`config.mk`:
```
export PLATFORM = sky130hd
export DESIGN_NAME = approx_mult_pipe_flat
export DESIGN_NICKNAME = d
export VERILOG_FILES = /design/src/rtl/approx_mult_pkg.sv /design/src/rtl/approx_mult_pipe_if.sv /design/src/rtl/approx_pp_rows.sv /design/src/rtl/approx_mult_pipe.sv /design/src/flat_wrapper.sv
export SDC_FILE = /design/constraint.sdc
export NUM_CORES = 1
export LEC_CHECK = 0
export CORE_MARGIN = 2
export CORE_UTILIZATION = 48
export DETAILED_ROUTE_END_ITERATION = 10
export PLACE_DENSITY = 0.7
export SLEW_MARGIN = 20
export SYNTH_ARGS = -nofsm -noshare
export SYNTH_HDL_FRONTEND = slang
export SYNTH_SLANG_ARGS = --single-unit
```
`constraint.sdc`:
```
create_clock -name clk -period 2.4 [get_ports clk]
set_clock_uncertainty 0.05 [all_clocks]
set_input_delay 0.48 -clock clk [delete_from_list [all_inputs] [get_ports clk]]
set_output_delay 0.48 -clock clk [all_outputs]
set_load 0.1 [all_outputs]
```
`src/rtl/approx_mult_pkg.sv`:
```
// Shared widths and arithmetic helpers for the approximate multiplier.
// row_sum builds the low-row term; ref_product is the full behavioural product.
package approx_mult_pkg;
   localparam int W    = 8;
   localparam int ZW   = 2 * W;
   localparam int MAXW = 64;

   function automatic logic [MAXW-1:0] row_sum(input logic [MAXW-1:0] x,
                                                input logic [MAXW-1:0] y,
                                                input int w, input int l, input int t,
                                                input logic exact);
      logic [MAXW-1:0] acc;
      logic [MAXW-1:0] row;
      logic [MAXW-1:0] keep;
      logic [MAXW-1:0] zmask;
      acc   = '0;
      keep  = (t >= MAXW) ? '0 : ({MAXW{1'b1}} << t);
      zmask = (2 * w >= MAXW) ? {MAXW{1'b1}} : ~({MAXW{1'b1}} << (2 * w));
      for (int i = 0; i < MAXW; i++) begin
         if (i < l && x[i]) begin
            row = y << i;
            acc = acc + (exact ? row : (row & keep));
         end
      end
      return acc & zmask;
   endfunction

   function automatic logic [MAXW-1:0] ref_product(input logic [MAXW-1:0] x,
                                                    input logic [MAXW-1:0] y,
                                                    input logic exact,
                                                    input int w, input int l, input int t);
      logic [MAXW-1:0] hi;
      logic [MAXW-1:0] zmask;
      zmask = (2 * w >= MAXW) ? {MAXW{1'b1}} : ~({MAXW{1'b1}} << (2 * w));
      hi    = (y * (x >> l)) << l;
      return (hi + row_sum(x, y, w, l, t, exact)) & zmask;
   endfunction
endpackage

```
`src/rtl/approx_mult_pipe_if.sv`:
```
// Operand/result stream bundle; slave is the multiplier side, master the source/sink side.
interface approx_mult_pipe_if #(
   parameter int W     = 8,
   parameter int TAG_W = 4
);
   logic             in_valid;
   logic             in_ready;
   logic [W-1:0]     in_x;
   logic [W-1:0]     in_y;
   logic             in_exact;
   logic [TAG_W-1:0] in_tag;
   logic             out_valid;
   logic             out_ready;
   logic [2*W-1:0]   out_z;
   logic [TAG_W-1:0] out_tag;
   logic             out_exact;

   modport master (
      output in_valid, in_x, in_y, in_exact, in_tag, out_ready,
      input  in_ready, out_valid, out_z, out_tag, out_exact
   );

   modport slave (
      input  in_valid, in_x, in_y, in_exact, in_tag, out_ready,
      output in_ready, out_valid, out_z, out_tag, out_exact
   );
endinterface

```
`src/rtl/approx_pp_rows.sv`:
```
// Combinational split of the product: exact upper rows (hi) and the L low rows (lo),
// the latter truncated below column T unless exact_i is set.
module approx_pp_rows
   import approx_mult_pkg::*;
#(
   parameter int W = 8,
   parameter int L = 2,
   parameter int T = 6
) (
   input  logic [W-1:0]   x_i,
   input  logic [W-1:0]   y_i,
   input  logic           exact_i,
   output logic [2*W-1:0] hi_o,
   output logic [2*W-1:0] lo_o
);
   localparam int PW = 2 * W;

   logic [W-1:0] x_hi;

   assign x_hi = x_i >> L;
   assign hi_o = (PW'(y_i) * PW'(x_hi)) << L;
   assign lo_o = PW'(row_sum(MAXW'(x_i), MAXW'(y_i), W, L, T, exact_i));
endmodule

```
`src/rtl/approx_mult_pipe.sv`:
```
// Two-stage approximate multiplier with valid/ready stream, tag pass-through and a
// saturating count of delivered approximate results.
module approx_mult_pipe
   import approx_mult_pkg::*;
#(
   parameter int W     = 8,
   parameter int L     = 2,
   parameter int T     = 6,
   parameter int TAG_W = 4,
   parameter int CNT_W = 16
) (
   input  logic                 clk,
   input  logic                 rst,
   approx_mult_pipe_if.slave    bus,
   input  logic                 cnt_clr,
   output logic [CNT_W-1:0]     approx_cnt
);
   localparam int PW = 2 * W;

   logic             adv;
   logic [PW-1:0]    hi;
   logic [PW-1:0]    lo;

   logic             s1_valid_q;
   logic [PW-1:0]    s1_hi_q;
   logic [PW-1:0]    s1_lo_q;
   logic [TAG_W-1:0] s1_tag_q;
   logic             s1_exact_q;

   logic             out_valid_q;
   logic [PW-1:0]    out_z_q;
   logic [TAG_W-1:0] out_tag_q;
   logic             out_exact_q;

   logic [CNT_W-1:0] approx_cnt_q;
   logic [CNT_W-1:0] approx_cnt_d;

   approx_pp_rows #(.W(W), .L(L), .T(T)) u_rows (
      .x_i     (bus.in_x),
      .y_i     (bus.in_y),
      .exact_i (bus.in_exact),
      .hi_o    (hi),
      .lo_o    (lo)
   );

   // Whole pipe moves together; a held output stalls stage 1 and the input.
   assign adv          = !out_valid_q || bus.out_ready;
   assign bus.in_ready = adv;

   always_ff @(posedge clk or posedge rst) begin
      if (rst) begin
         s1_valid_q  <= 1'b0;
         s1_hi_q     <= '0;
         s1_lo_q     <= '0;
         s1_tag_q    <= '0;
         s1_exact_q  <= 1'b0;
         out_valid_q <= 1'b0;
         out_z_q     <= '0;
         out_tag_q   <= '0;
         out_exact_q <= 1'b0;
      end else if (adv) begin
         s1_valid_q  <= bus.in_valid;
         s1_hi_q     <= hi;
         s1_lo_q     <= lo;
         s1_tag_q    <= bus.in_tag;
         s1_exact_q  <= bus.in_exact;
         out_valid_q <= s1_valid_q;
         out_z_q     <= s1_hi_q + s1_lo_q;
         out_tag_q   <= s1_tag_q;
         out_exact_q <= s1_exact_q;
      end
   end

   always_comb begin
      approx_cnt_d = approx_cnt_q;
      if (cnt_clr) begin
         approx_cnt_d = '0;
      end else if (out_valid_q && bus.out_ready && !out_exact_q && approx_cnt_q != {CNT_W{1'b1}}) begin
         approx_cnt_d = approx_cnt_q + CNT_W'(1);
      end
   end

   always_ff @(posedge clk or posedge rst) begin
      if (rst) begin
         approx_cnt_q <= '0;
      end else begin
         approx_cnt_q <= approx_cnt_d;
      end
   end

   assign bus.out_valid = out_valid_q;
   assign bus.out_z     = out_z_q;
   assign bus.out_tag   = out_tag_q;
   assign bus.out_exact = out_exact_q;
   assign approx_cnt    = approx_cnt_q;
endmodule

```
`src/flat_wrapper.sv`:
```
// flat-port wrapper written by rule: the top's interface ports become plain ports
module approx_mult_pipe_flat import approx_mult_pkg::*;
#(
   parameter int W     = 8,
   parameter int L     = 2,
   parameter int T     = 6,
   parameter int TAG_W = 4,
   parameter int CNT_W = 16
)
  (clk, rst, cnt_clr, approx_cnt, bus_in_valid, bus_in_x, bus_in_y, bus_in_exact, bus_in_tag, bus_out_ready, bus_in_ready, bus_out_valid, bus_out_z, bus_out_tag, bus_out_exact);
  approx_mult_pipe_if #(.W(W), .TAG_W(TAG_W)) bus_i ();
  input  logic clk;
  input  logic rst;
  input  logic cnt_clr;
  output logic [CNT_W-1:0] approx_cnt;
  input wire logic [$bits(bus_i.in_valid)-1:0] bus_in_valid;
  input wire logic [$bits(bus_i.in_x)-1:0] bus_in_x;
  input wire logic [$bits(bus_i.in_y)-1:0] bus_in_y;
  input wire logic [$bits(bus_i.in_exact)-1:0] bus_in_exact;
  input wire logic [$bits(bus_i.in_tag)-1:0] bus_in_tag;
  input wire logic [$bits(bus_i.out_ready)-1:0] bus_out_ready;
  output wire logic [$bits(bus_i.in_ready)-1:0] bus_in_ready;
  output wire logic [$bits(bus_i.out_valid)-1:0] bus_out_valid;
  output wire logic [$bits(bus_i.out_z)-1:0] bus_out_z;
  output wire logic [$bits(bus_i.out_tag)-1:0] bus_out_tag;
  output wire logic [$bits(bus_i.out_exact)-1:0] bus_out_exact;
  assign bus_i.in_valid = bus_in_valid;
  assign bus_i.in_x = bus_in_x;
  assign bus_i.in_y = bus_in_y;
  assign bus_i.in_exact = bus_in_exact;
  assign bus_i.in_tag = bus_in_tag;
  assign bus_i.out_ready = bus_out_ready;
  assign bus_in_ready = bus_i.in_ready;
  assign bus_out_valid = bus_i.out_valid;
  assign bus_out_z = bus_i.out_z;
  assign bus_out_tag = bus_i.out_tag;
  assign bus_out_exact = bus_i.out_exact;
  approx_mult_pipe #(.W(W), .L(L), .T(T), .TAG_W(TAG_W), .CNT_W(CNT_W)) u_core (.clk(clk), .rst(rst), .bus(bus_i), .cnt_clr(cnt_clr), .approx_cnt(approx_cnt));
endmodule
```
Word level (Yosys, flattened, before mapping):

Cells that the tools add are included.

* latch bits: 0
* logic and storage cells: 28
* bits in read-only memories: 0
* RAM bits: 0
* register bits: 74
* memories kept: 0
* input bits: 26
* output and inout bits: 39

* divide/modulo/power cells: 0
* multiply operators: 1
* mux-type cells: 6
* bitwise operators: 0
* shift-type cells: 0
* add/sub/neg operators: 3
* equality and inequality tests: 1
* magnitude comparators: 0
* reductions and logical operators: 7

Operators with widths (number)
* $mux 16: 3
* $add 16x1->16 const B: 1
* $add 16x16->16: 1
* $ne 16x16->1 const B: 1
* $mul 8x6->14: 1
* $mux 6: 2
* $add 8x9->10: 1
* $mux 8: 1
* $logic_and 1x1->1: 3
* $logic_not 1->1: 2
* $reduce_bool 2->1: 1
* $logic_or 1x1->1: 1

Depth between registers and ports, before layout:

Gate-level depths: netlist of run 1.

* word-level depth: 5
* depth in mapped cells: 13
* mapped depth without buffers: 13

By module:

A second synthesis of run 1 with hierarchy kept.

* cells, all modules: 672
* area total of the unflattened synthesis: 5743.0 um2

Modules (own cells, without submodules)
* approx_mult_pipe: instances 1, seq. area each 1901.8 um2, cells an instance 427, area an instance 3777.4 um2
* approx_pp_rows: instances 1, seq. area each 0.0 um2, cells an instance 245, area an instance 1965.6 um2

Worst setup path before layout of run 1:

OpenSTA, ideal clock, no wires.

* kind: input -> register
* from: input bus_in_x[4]
* to: register u_core.s1_hi_q[13]
* stages: 12
* arrival time: 3.600 ns
* path buffers: 0
* setup slack: -1.370 ns
* library setup time: 0.120 ns
* data required time: 2.230 ns
* cells stage by stage: and2_1 > fa_1 > inv_1 > fa_1 > fa_1 > inv_1 > ha_1 > nor2b_1 > o2111ai_1 > a311oi_1 > or3_1 > a31o_2

* cells in the longest elaborated chain, start to end: 1

RTL lines
* from (decl): RTL line flat_wrapper.sv:17 `input wire logic [$bits(bus_i.in_x)-1:0] bus_in_x;`
* $mul 8x6->14: RTL line approx_pp_rows.sv:21 `assign hi_o = (PW'(y_i) * PW'(x_hi)) << L;`
* to (signal assigned): RTL line approx_mult_pipe.sv:63 `s1_hi_q <= hi;`
* to (decl): RTL line approx_mult_pipe.sv:25 `logic [PW-1:0] s1_hi_q;`

Every way passes these cells.
A chain may end at the register's enable or synchronous reset.

Worst setup path after layout of run 1:

* from: input bus_in_x[2]
* to: register u_core.s1_hi_q[13]

The elaborated chain is that of the path after synthesis.

==> metrics.md, run 1 <==
| Metric | Value |
|---|---|
| Outcome | `finished, violations left` |
| Failing checks | `setup timing` |
| Reg-to-reg startpoint | `u_core.s1_lo_q[2]` |
| Synth Flop Type | `dfrtp_1` |
| Deepest clock path buffer count | `2` |
| Final HPWL DP | `9.59 mm` |
| Ant diodes | `0` |
| Final count of negative-setup-slack endpoints | `10` |
| Xor/xnor cell area share of the yosys netlist | `0.0378` |
| Grt total ovfl | `0` |
| Synth area leader | `dfrtp_1` |
| Critical-path maximum fanout | `5` |
| Residual DRC | `0` |
| Synth Area in Adders | `0.191` |
| Crit-path leading delay family | `adder cells` |
| Number of synthesized flops with an enable pin | `0` |
| Initial DRC count | `263` |
| Starting Density | `0.491` |
| Final worst setup slack | `-1.01 ns` |
| IO Count | `65` |
| Crit Path Class | `input pin to flop` |
| Syn Inst Count | `around 600` |
| Share of layout cells above drive strength 1 | `0.312` |
| Min-delay src | `u_core.s1_valid_q` |
| Worst Setup Start Kind | `input pin` |
| Vias in the first global route | `4590` |
| Pwr dens | `between 800 and 900 mW/mm2` |
| Reg2Reg Depth | `8` |
| # fillers | `916` |
| First-pass detailed-route iteration total | `4` |
| Sequential fraction of the synthesis area | `0.319` |
| Util after Layout | `0.655` |
| Largest vdd supply drop | `around 0.63 mV` |
| Max frequency | `293 MHz` |
| Die width | `about 110 um` |
| Critical path depth | `13` |
| CP most frequent cell | `fa_1` |
| Cell Chain, Critical Path | `buf_8, and2_4, fa_1, inv_1, fa_1, fa_1, inv_2, ha_4, nor2b_4, o2111ai_2, a311oi_2, or3_1, a31o_2` |
| Fin. max-slew vios | `0` |
| Final Hold Vio Count | `0` |
| Layout Nets | `821` |
| Port Buf Inserts | `64` |
| Gr usage total | `0.220` |
| Tcrit/Tclk final | `1.42` |
| Post-synthesis compound-gate area fraction | `0.139` |
| Hold WC Path Type | `flop to flop` |
| First-pass GRT wire length | `~21 mm` |
| Chip Height | `109 um` |
| Antenna-violating nets left | `0` |
| Endpoint type of the worst setup path | `flop` |
| Synth Cell Area | `~0.0053 mm2` |
| Hold buffers post-CTS | `0` |
| P&R area growth vs syn | `33.2%` |
| Syn nets | `690` |
| Clock Sinks | `68` |
| CP arrival | `3.59 ns` |
| Worst setup startpoint | `bus_in_x[2]` |
| CTS Buf Count | `9` |
| Yosys cell types | `63` |
| Final TNS setup | `-7.48 ns` |
| Largest net degree at the start of global routing | `69` |
| Pre-CTS setup slack | `-1.76 ns` |
| Core ar. | `0.0108 mm2` |
| Measured slew at the worst slew-check pin | `roughly 0.9 ns` |
| Mux cell area share after synthesis | `0.0139` |
| DR vias | `4640` |
| CP max stage delay | `~0.53 ns` |
| CP max stage cell | `fa_1` |
| Routed WL | `12.5 mm` |
| Clk Latency, worst-skew pair | `roughly 0.34 ns` |
| RSZ-0062 raised after global routing | `yes` |
| Main combinational cell family by area after synthesis | `simple AND/OR/NAND/NOR gates` |
| Hold path depth | `1` |
| Number of synthesized register bits | `68` |
| Via density | `5.31` |
| Async set or reset register ratio after synthesis | `1.00` |
| Wire length per cell | `14.4 um` |
| CTS tree | `built` |
| Top post-synthesis cells by area | `dfrtp_1 (32%), fa_1 (10%), ha_1 (8.9%), nand2_1 (6.6%), and2_1 (4.8%)` |
| Power Total | `5.97 mW` |
| Post-Synth Simple-Gate Area | `0.242` |
| Worst Path Required | `2.58 ns` |
| Max-slew headroom | `0.369` |
| Worst-path clk slew | `~0.070 ns` |
| Placed cell count | `between 800 and 900` |
| CTS root buffer | `clkbuf_8` |
| Leakage power figure | `3.45 nW` |
| Buffers & Inverters on Critical Path | `3` |
| Top-area cell type share of the netlist area | `0.319` |
| GP Congestion | `0.877` |
| Max cap viols | `0` |
| Die area | `0.0120 mm2` |
| Row count | `38` |
| Min Tclk post-route | `3.41 ns` |
| Synth Warn # | `0` |
| Antenna violations before repair | `0` |
| H-tree lvl count | `3` |
| Mean Syn Cell Area | `8.89 um2` |
| Post-route insts no fill | `874` |
## layout make-up
| type | instances | area, um2 | area share |
|---|---|---|---|
| Clock buffer | 12 | 145 | 0.0205 |
| Clock inverter | 3 | 15.0 | 0.00212 |
| Inverter | 61 | 229 | 0.0323 |
| Multi-Input combinational cell | 451 | 3610 | 0.509 |
| Sequential cell | 68 | 1710 | 0.241 |
| Tap cell | 140 | 175 | 0.0247 |
| Timing Repair Buffer | 139 | 1210 | 0.171 |
## cells by family after synthesis
logic type,Yosys count
muxes,7
adders and majority gates,65
xor gates and xnor gates,23
buffers and inverters,80
DFF,68
AOI/OAI and AO/OA,106
and+or+nand+nor,250
## routing by layer
layer	track usage	vias up	share of wire	wire, um
met5	0	-	0	0
met4	0.0769	0	0.018	220
met3	0.0368	16	0.034	430
met2	0.391	101	0.52	6480
met1	0.269	2222	0.43	5410
li1	-	2301	-	-
## stage by stage
step | hold slack [ns] | cell area (um2)
after floorplan | 0.380 | 5410
after global placement | 0.393 | 6580
after detailed placement | 0.405 | 6580
after CTS | 0.414 | 7030
after global routing | 0.444 | 7100
final | 0.409 | 7100
## state kept, by name, summed over array words and instances, names as in the netlist
name	cells
u_core.bus.out_valid	1
u_core.s1_tag_q	4
u_core.bus.out_exact	1
u_core.s1_lo_q	10
u_core.bus.out_tag	4
u_core.s1_valid_q	1
u_core.s1_exact_q	1
u_core.bus.out_z	16
u_core.s1_hi_q	14
u_core.approx_cnt	16
## synth_stat cells (2+ instances only)
library cell / n
nand4_1: 2
nor2_1: 42
nor4_2: 2
xor2_1: 7
nor3_1: 7
o2111ai_1: 3
and4_1: 2
or4_1: 3
buf_1: 4
and3_1: 10
nand2_1: 94
nand3_1: 17
nand4_2: 2
a211oi_1: 5
o21a_1: 6
fa_1: 27
nor2b_1: 6
and2_1: 41
clkbuf_1: 11
or3_1: 7
o211ai_1: 5
mux2i_1: 4
mux2_2: 3
inv_1: 60
buf_2: 3
a2111oi_2: 2
nand4b_1: 2
a311oi_1: 4
ha_1: 38
nand2b_1: 4
xnor2_1: 16
o31ai_1: 2
o31a_1: 2
o21ai_0: 22
a31oi_1: 10
a21o_1: 8
a21oi_1: 22
dfrtp_1: 68
a2111oi_0: 2
## path summary, 6_finish.rpt
kind / end / slack (ns)
min in group asynchronous: u_core.bus.out_valid / 0.46
max in group asynchronous: u_core.approx_cnt[4] / 1.52
setup reg to reg: u_core.bus.out_z[10] / 0.17
setup / recovery: u_core.s1_hi_q[13] / -1.01
hold / removal: u_core.bus.out_valid / 0.41
hold reg to reg: u_core.bus.out_valid / 0.41
## what timing repair did
action | CTS | global route
pin swaps | 62 | 26
buffers inserted | 12 | 1
cloned | 0 | 0
gates resized for setup | 123 | 22
hold endpoints to repair | 0 | 0
endpoints found under the setup margin | 16 | 11
## cell usage in the layout (no fill, tap or decap), types with 8 or more instances in the layout
| master | n |
|---|---|
| buf_4 | 97 |
| nand2_1 | 88 |
| dfrtp_1 | 63 |
| inv_1 | 50 |
| nor2_1 | 41 |
| ha_1 | 27 |
| and2_1 | 23 |
| fa_1 | 23 |
| a21oi_1 | 19 |
| buf_6 | 19 |
| o21ai_0 | 18 |
| and2_4 | 18 |
| nand3_1 | 16 |
| xnor2_1 | 15 |
| inv_2 | 11 |
| a31oi_1 | 10 |
| clkbuf_8 | 10 |
| and3_1 | 9 |
| ha_4 | 9 |
| clkdlybuf4s50_1 | 9 |
| a21o_1 | 8 |
## where the power goes
group / internal [mW] / total, mW / switching, mW
Clock: 0.393 / 0.801 / 0.409
Combinational: 1.31 / 3.56 / 2.25
Sequential: 1.41 / 1.61 / 0.194
Total: 3.12 / 5.97 / 2.85
No activity file was read; power rests on OpenSTA's default activity.
==> run 2, diff against run 1 <==
--- a/config.mk
+++ b/config.mk
@@ -8,7 +8,8 @@
 export CORE_MARGIN = 2
 export CORE_UTILIZATION = 48
 export DETAILED_ROUTE_END_ITERATION = 10
-export PLACE_DENSITY = 0.7
+export PLACE_DENSITY = 0.75
+export SKIP_CTS_REPAIR_TIMING = 1
 export SLEW_MARGIN = 20
 export SYNTH_ARGS = -nofsm -noshare
 export SYNTH_HDL_FRONTEND = slang
==> run 2 against run 1 <==
Compared with the run above: the flow still finishes with violations (setup timing); via count down 0.65%; combinational power down 2%; worst setup slack worse by 0.036 ns; total power up 3.7%.
==> metrics.md, run 2 (same netlist as run 1, synthesis figures left out) <==
| Metric | Value |
|---|---|
| Ant diodes | `0 (unchanged)` |
| Setup crit end | `u_core.s1_hi_q[13]` |
| Layout Nets | `822 (+0.12%)` |
| Core ar. | `0.0108 mm2 (unchanged)` |
| Residual DRC | `0 (unchanged)` |
| Fin. max-slew vios | `0 (unchanged)` |
| Most frequent cells in the layout | `buf_4 (104), nand2_1 (90), dfrtp_1 (63)` |
| Worst Path Required | `2.58 ns (about the same)` |
| Clk Latency, worst-skew pair | `0.35 ns (about the same)` |
| Max-slew headroom | `0.378 (+0.00935)` |
| Measured slew at the worst slew-check pin | `0.909 ns (-0.0137 ns)` |
| Antenna violations before repair | `0 (unchanged)` |
| Final worst setup slack | `-1.05 ns (-0.0360 ns)` |
| DR vias | `4610 (-0.65%)` |
| Final Hold Vio Count | `0 (unchanged)` |
| Commonest non-fill, non-tap cell in the layout | `buf_4` |
| Worst setup startpoint | `bus_in_y[5]` |
| CTS tree | `built` |
| Max cap viols | `0 (unchanged)` |
| Reg-to-reg startpoint | `u_core.s1_lo_q[9]` |
| Initial DRC count | `213 (-19%)` |
| First-pass detailed-route iteration total | `4 (unchanged)` |
| FF-to-FF End | `u_core.bus.out_z[10]` |
| Die width | `109 um (unchanged)` |
| First-pass GRT wire length | `20.5 mm (-1.8%)` |
| Via density | `5.26 (-0.87%)` |
| IO Count | `65 (unchanged)` |
| Row count | `38 (unchanged)` |
| Fin area | `0.00710 mm2 (about the same)` |
| CTS root buffer | `clkbuf_8` |
| CP arrival | `3.63 ns (+0.04 ns)` |
| Leakage power figure | `3.50 nW (+1.3%)` |
| RSZ-0062 raised after global routing | `yes` |
| Post-DP Area | `0.00662 mm2 (+0.61%)` |
| R2r setup slk | `0.17 ns (about the same)` |
| Wire length per cell | `13.9 um (-3.3%)` |
| Gr usage total | `0.214 (-0.00647)` |
| Die area | `0.0120 mm2 (unchanged)` |
| P&R area growth vs syn | `33.3% (about the same)` |
| Reg2Reg Depth | `4 (-4)` |
| Pwr dens | `871 mW/mm2 (+3.7%)` |
| Share of layout cells above drive strength 1 | `0.306 (-0.00628)` |
| Critical-path maximum fanout | `5 (unchanged)` |
| Worst-path clk slew | `0.06 ns (about the same)` |
| Crit Path Class | `input pin to flop` |
| Routed WL | `12.2 mm (-3.0%)` |
| H-tree lvl count | `3 (unchanged)` |
| Vias in the first global route | `4588 (-0.044%)` |
| Max frequency | `290 MHz (-1.0%)` |
| Failing checks | `setup timing` |
| CTS Buf Count | `9 (unchanged)` |
| Tcrit/Tclk final | `1.44 (+0.0150)` |
| Antenna-violating nets left | `0 (unchanged)` |
| Outcome | `finished, violations left` |
| Final count of negative-setup-slack endpoints | `10 (unchanged)` |
| Largest vdd supply drop | `1.18 mV (+87%)` |
| Starting Density | `0.491 (unchanged)` |
| Min Tclk post-route | `3.45 ns (+0.0360 ns)` |
| Port Buf Inserts | `64 (unchanged)` |
| Worst Setup Start Kind | `input pin` |
| GP Congestion | `0.901 (+2.7%)` |
| Clock Sinks | `68 (unchanged)` |
| Util after Layout | `0.655 (about the same)` |
| Power Total | `6.19 mW (+3.7%)` |
| Grt total ovfl | `0 (unchanged)` |
| Final TNS setup | `-7.10 ns (+0.379 ns)` |
| Largest net degree at the start of global routing | `37 (-46%)` |
| Hold WC Path Type | `flop to flop` |
| Endpoint type of the worst setup path | `flop` |
| Chip Height | `109 um (unchanged)` |
| Final HPWL DP | `9.56 mm (-0.36%)` |
| Deepest clock path buffer count | `2 (unchanged)` |
## run 2: cell types whose count changed in the layout (fill, tap and decap cells not counted), sizes merged
cell	delta
clkinvlp	+1
clkinv	-3
clkbuf	+1
bufinv	+2
dlygate4sd2	-2
dlymetal6s2s	+4
clkdlybuf4s15	-1
## run 2: worst max-delay path: stages
cell and delay (ns):
buf_8 0.10, and2_4 0.15, fa_1 0.54, inv_2 0.04, fa_1 0.47, fa_1 0.53, inv_2 0.05, ha_4 0.21
nor2b_4 0.13, o2111ai_2 0.20, a311oi_2 0.14, or3_1 0.36, a31o_2 0.23
## run 2: per-stage QoR
step | std cells | setup WS, ns | hold slack (ns)
after floorplan | 599 | -1.17 | 0.380
after global placement | 855 | -1.72 | 0.391
after detailed placement | 855 | -1.78 | 0.401
after CTS | 871 | -1.41 | 0.415
after global routing | 876 | -1.12 | 0.444
final | 876 | -1.05 | 0.409
## run 2: cell type report
type                       instances  area (um2)
sequential                        68        1710
fill                             913        3740
multi-input combinational        451        3560
clock inverter                     3        67.6
timing repair buffer             140        1190
inverter                          61         229
tap                              140         175
clock buffer                      13         169
## run 2: how the worst min path moves through the flow
| stage | startpoint | end | slack (ns) | cells past startpoint |
|---|---|---|---|---|
| floorplan | u_core.s1_valid_q | u_core.s1_valid_q | 0.38 | 2 |
| global placement | u_core.s1_valid_q | u_core.s1_valid_q | 0.39 | 2 |
| detailed placement | u_core.s1_valid_q | u_core.bus.out_valid | 0.40 | 1 |
| CTS | u_core.s1_valid_q | u_core.bus.out_valid | 0.41 | 1 |
| global route | u_core.s1_valid_q | u_core.bus.out_valid | 0.44 | 1 |
| finish | u_core.s1_valid_q | u_core.bus.out_valid | 0.41 | 1 |
## run 2: per-layer routing
metal  GRT usage  share of wire  vias up
met5           0              0        -
met4      0.0615          0.011        0
met2       0.378           0.51       92
met3      0.0344          0.032        9
met1       0.269           0.45     2212
li1            -              -     2297
## run 2: report_power, final
group / internal, mW / total (mW) / switching [mW]
combinational: 1.27 / 3.49 / 2.22
sequential: 1.41 / 1.61 / 0.196
clock: 0.671 / 1.09 / 0.415
total: 3.35 / 6.19 / 2.84
==> run 3, diff against run 2 <==
--- a/config.mk
+++ b/config.mk
@@ -5,7 +5,6 @@
 export SDC_FILE = /design/constraint.sdc
 export NUM_CORES = 1
 export LEC_CHECK = 0
-export CORE_MARGIN = 2
 export CORE_UTILIZATION = 48
 export DETAILED_ROUTE_END_ITERATION = 10
 export PLACE_DENSITY = 0.75
==> run 3 against run 2 <==
Compared with the run above: the run still ends with setup timing left; count of clock-buffer cells in the layout decreased by 4; hold slack gained 0.0095 ns; sequential cell count unchanged; die area fell by 3.6%; final area shrank 1.1%; fmax increased by 1.0%; clock power fell by 6%; worst setup slack better by 0.035 ns; critical path depth rose by 1.
==> metrics.md, run 3 (same netlist as run 1, synthesis figures left out) <==
| Metric | Value |
|---|---|
| Commonest non-fill, non-tap cell in the layout | `buf_4` |
| Failing checks | `setup timing` |
| Crit Path Class | `input pin to flop` |
| Final worst setup slack | `-1.01 ns (+0.0354 ns)` |
| Tcrit/Tclk final | `1.42 (-0.0148)` |
| CTS root buffer | `clkbuf_8` |
| Fin area | `0.00702 mm2 (-1.1%)` |
| Ant diodes | `0 (unchanged)` |
| IO Count | `65 (unchanged)` |
| FF-to-FF End | `u_core.bus.out_z[10]` |
| Largest vdd supply drop | `0.680 mV (-42%)` |
| H-tree lvl count | `3 (unchanged)` |
| Via density | `5.25 (-0.28%)` |
| Most frequent cells in the layout | `buf_4 (109), nand2_1 (88), dfrtp_1 (63)` |
| Worst setup startpoint | `bus_in_y[4]` |
| Clk Latency, worst-skew pair | `0.35 ns (about the same)` |
| Row count | `38 (unchanged)` |
| Die area | `0.0115 mm2 (-3.6%)` |
| CTS Buf Count | `9 (unchanged)` |
| Final Hold Vio Count | `0 (unchanged)` |
| Initial DRC count | `279 (+31%)` |
| Core ar. | `0.0108 mm2 (unchanged)` |
| Min Tclk post-route | `3.41 ns (-0.0354 ns)` |
| Layout Nets | `822 (unchanged)` |
| Antenna violations before repair | `0 (unchanged)` |
| Max-slew headroom | `0.558 (+0.180)` |
| Wire length per cell | `14.0 um (+0.67%)` |
| R2r setup slk | `0.21 ns (+0.04 ns)` |
| CTS tree | `built` |
| Max frequency | `293 MHz (+1.0%)` |
| Crit-path leading delay family | `adder cells` |
| Met3 Usage GRT | `0.0315 (-0.00290)` |
| Residual DRC | `0 (unchanged)` |
| M2 GR Usage | `0.398 (+0.0194)` |
| Fin. max-slew vios | `0 (unchanged)` |
| Routed WL | `12.2 mm (+0.67%)` |
| DR vias | `4597 (-0.28%)` |
| Placed cell count | `852 (-0.35%)` |
| P&R area growth vs syn | `31.8%` |
| Final HPWL DP | `9.45 mm (-1.2%)` |
| Endpoint type of the worst setup path | `flop` |
| Power Total | `6.03 mW (-2.5%)` |
| Final count of negative-setup-slack endpoints | `10 (unchanged)` |
| RSZ-0062 raised after global routing | `yes` |
| First-pass detailed-route iteration total | `4 (unchanged)` |
| Critical path depth | `14 (+1)` |
| Share of layout cells above drive strength 1 | `0.295 (-0.0109)` |
| Reg-to-reg startpoint | `u_core.s1_lo_q[2]` |
| Pwr dens | `859 mW/mm2 (-1.5%)` |
| Chip Height | `107 um (-1.8%)` |
| Clock Sinks | `68 (unchanged)` |
| Critical-path maximum fanout | `5 (unchanged)` |
| Starting Density | `0.491 (unchanged)` |
| Gr usage total | `0.225 (+0.0111)` |
| Setup crit end | `u_core.s1_hi_q[13]` |
| Worst Path Required | `2.58 ns (about the same)` |
| Deepest clock path buffer count | `2 (unchanged)` |
| Worst Setup Start Kind | `input pin` |
| Post-route insts no fill | `876 (unchanged)` |
| GP Congestion | `0.873 (-3.2%)` |
| Grt total ovfl | `0 (unchanged)` |
| Hold WC Path Type | `flop to flop` |
| Die width | `107 um (-1.8%)` |
| CP most frequent cell | `fa_1` |
| Port Buf Inserts | `64 (unchanged)` |
| Busiest grt layer | `met2` |
| Reg2Reg Depth | `8 (+4)` |
| Leakage power figure | `3.47 nW (-0.71%)` |
| Pre-CTS setup slack | `-1.80 ns (-0.0259 ns)` |
| Post-DP Area | `0.00661 mm2 (-0.15%)` |
| Vias in the first global route | `4660 (+1.6%)` |
| Largest net degree at the start of global routing | `38 (+2.7%)` |
| Antenna-violating nets left | `0 (unchanged)` |
| Cell Chain, Critical Path | `buf_8, buf_6, and2_4, fa_1, fa_1, inv_2, fa_1, inv_2, ha_4, a21o_1, nand2_2, a311oi_2, or3_1, a31o_2` |
| Max cap viols | `0 (unchanged)` |
| Buffers & Inverters on Critical Path | `4 (+1)` |
| CP max stage delay | `0.54 ns (about the same)` |
| Outcome | `finished, violations left` |
| CP max stage cell | `fa_1` |
| First-pass GRT wire length | `20.7 mm (+0.91%)` |
| Met1 usage | `0.274 (+0.00561)` |
| CP arrival | `3.60 ns (-0.03 ns)` |
| Measured slew at the worst slew-check pin | `0.646 ns (-0.263 ns)` |
| Worst-path clk slew | `0.07 ns (about the same)` |
[run 3: layer usage]
metal	wire, um	vias to the layer above
li1	-	2300
met1	5450	2187
met2	6130	88
met3	406	22
met4	252	0
met5	0	-
[run 3: how the worst min path moves through the flow]
stage | startpoint | to | depth (start not counted)
floorplan | u_core.s1_valid_q | u_core.s1_valid_q | 2
global placement | u_core.s1_valid_q | u_core.s1_valid_q | 2
detailed placement | u_core.s1_tag_q[1] | u_core.s1_tag_q[1] | 2
CTS | u_core.s1_tag_q[1] | u_core.bus.out_tag[1] | 2
global route | u_core.bus.out_tag[0] | u_core.bus.out_tag[0] | 2
finish | u_core.s1_tag_q[1] | u_core.bus.out_tag[1] | 2
[run 3: power breakdown]
group	switching (mW)	leakage [nW]	total, mW	internal [mW]
clock	0.437	0.109	1.02	0.580
combinational	2.19	2.52	3.42	1.23
sequential	0.185	0.846	1.60	1.41
total	2.81	3.47	6.03	3.22
[run 3: stage by stage]
step	utilization	setup TNS [ns]	hold slack (ns)
6_report	0.648	-7.44	0.419
5_1_grt	0.648	-8.28	0.436
4_1_cts	0.629	-12.26	0.421
3_5_place_dp	0.609	-18.94	0.406
3_3_place_gp	0.609	-17.66	0.392
2_1_floorplan	-	-7.44	0.380
[run 3: worst register-to-register path, delay by kind of cell, from the launching register on]
| kind | cells | cell delay, ns |
|---|---|---|
| fa+ha+maj | 2 | 0.59 |
| buf+inv | 1 | 0.06 |
| compound gates | 3 | 0.74 |
| simple gates | 2 | 0.25 |
| flops | 1 | 0.36 |
[run 3: layout make-up]
| class | count | area, um2 |
|---|---|---|
| inverter | 61 | 229 |
| sequential | 68 | 1710 |
| clock buffer | 9 | 124 |
| tap | 140 | 175 |
| timing repair buffer | 140 | 1190 |
| multi-input combinational | 451 | 3500 |
| clock inverter | 7 | 91.3 |
| fill | 850 | 3820 |
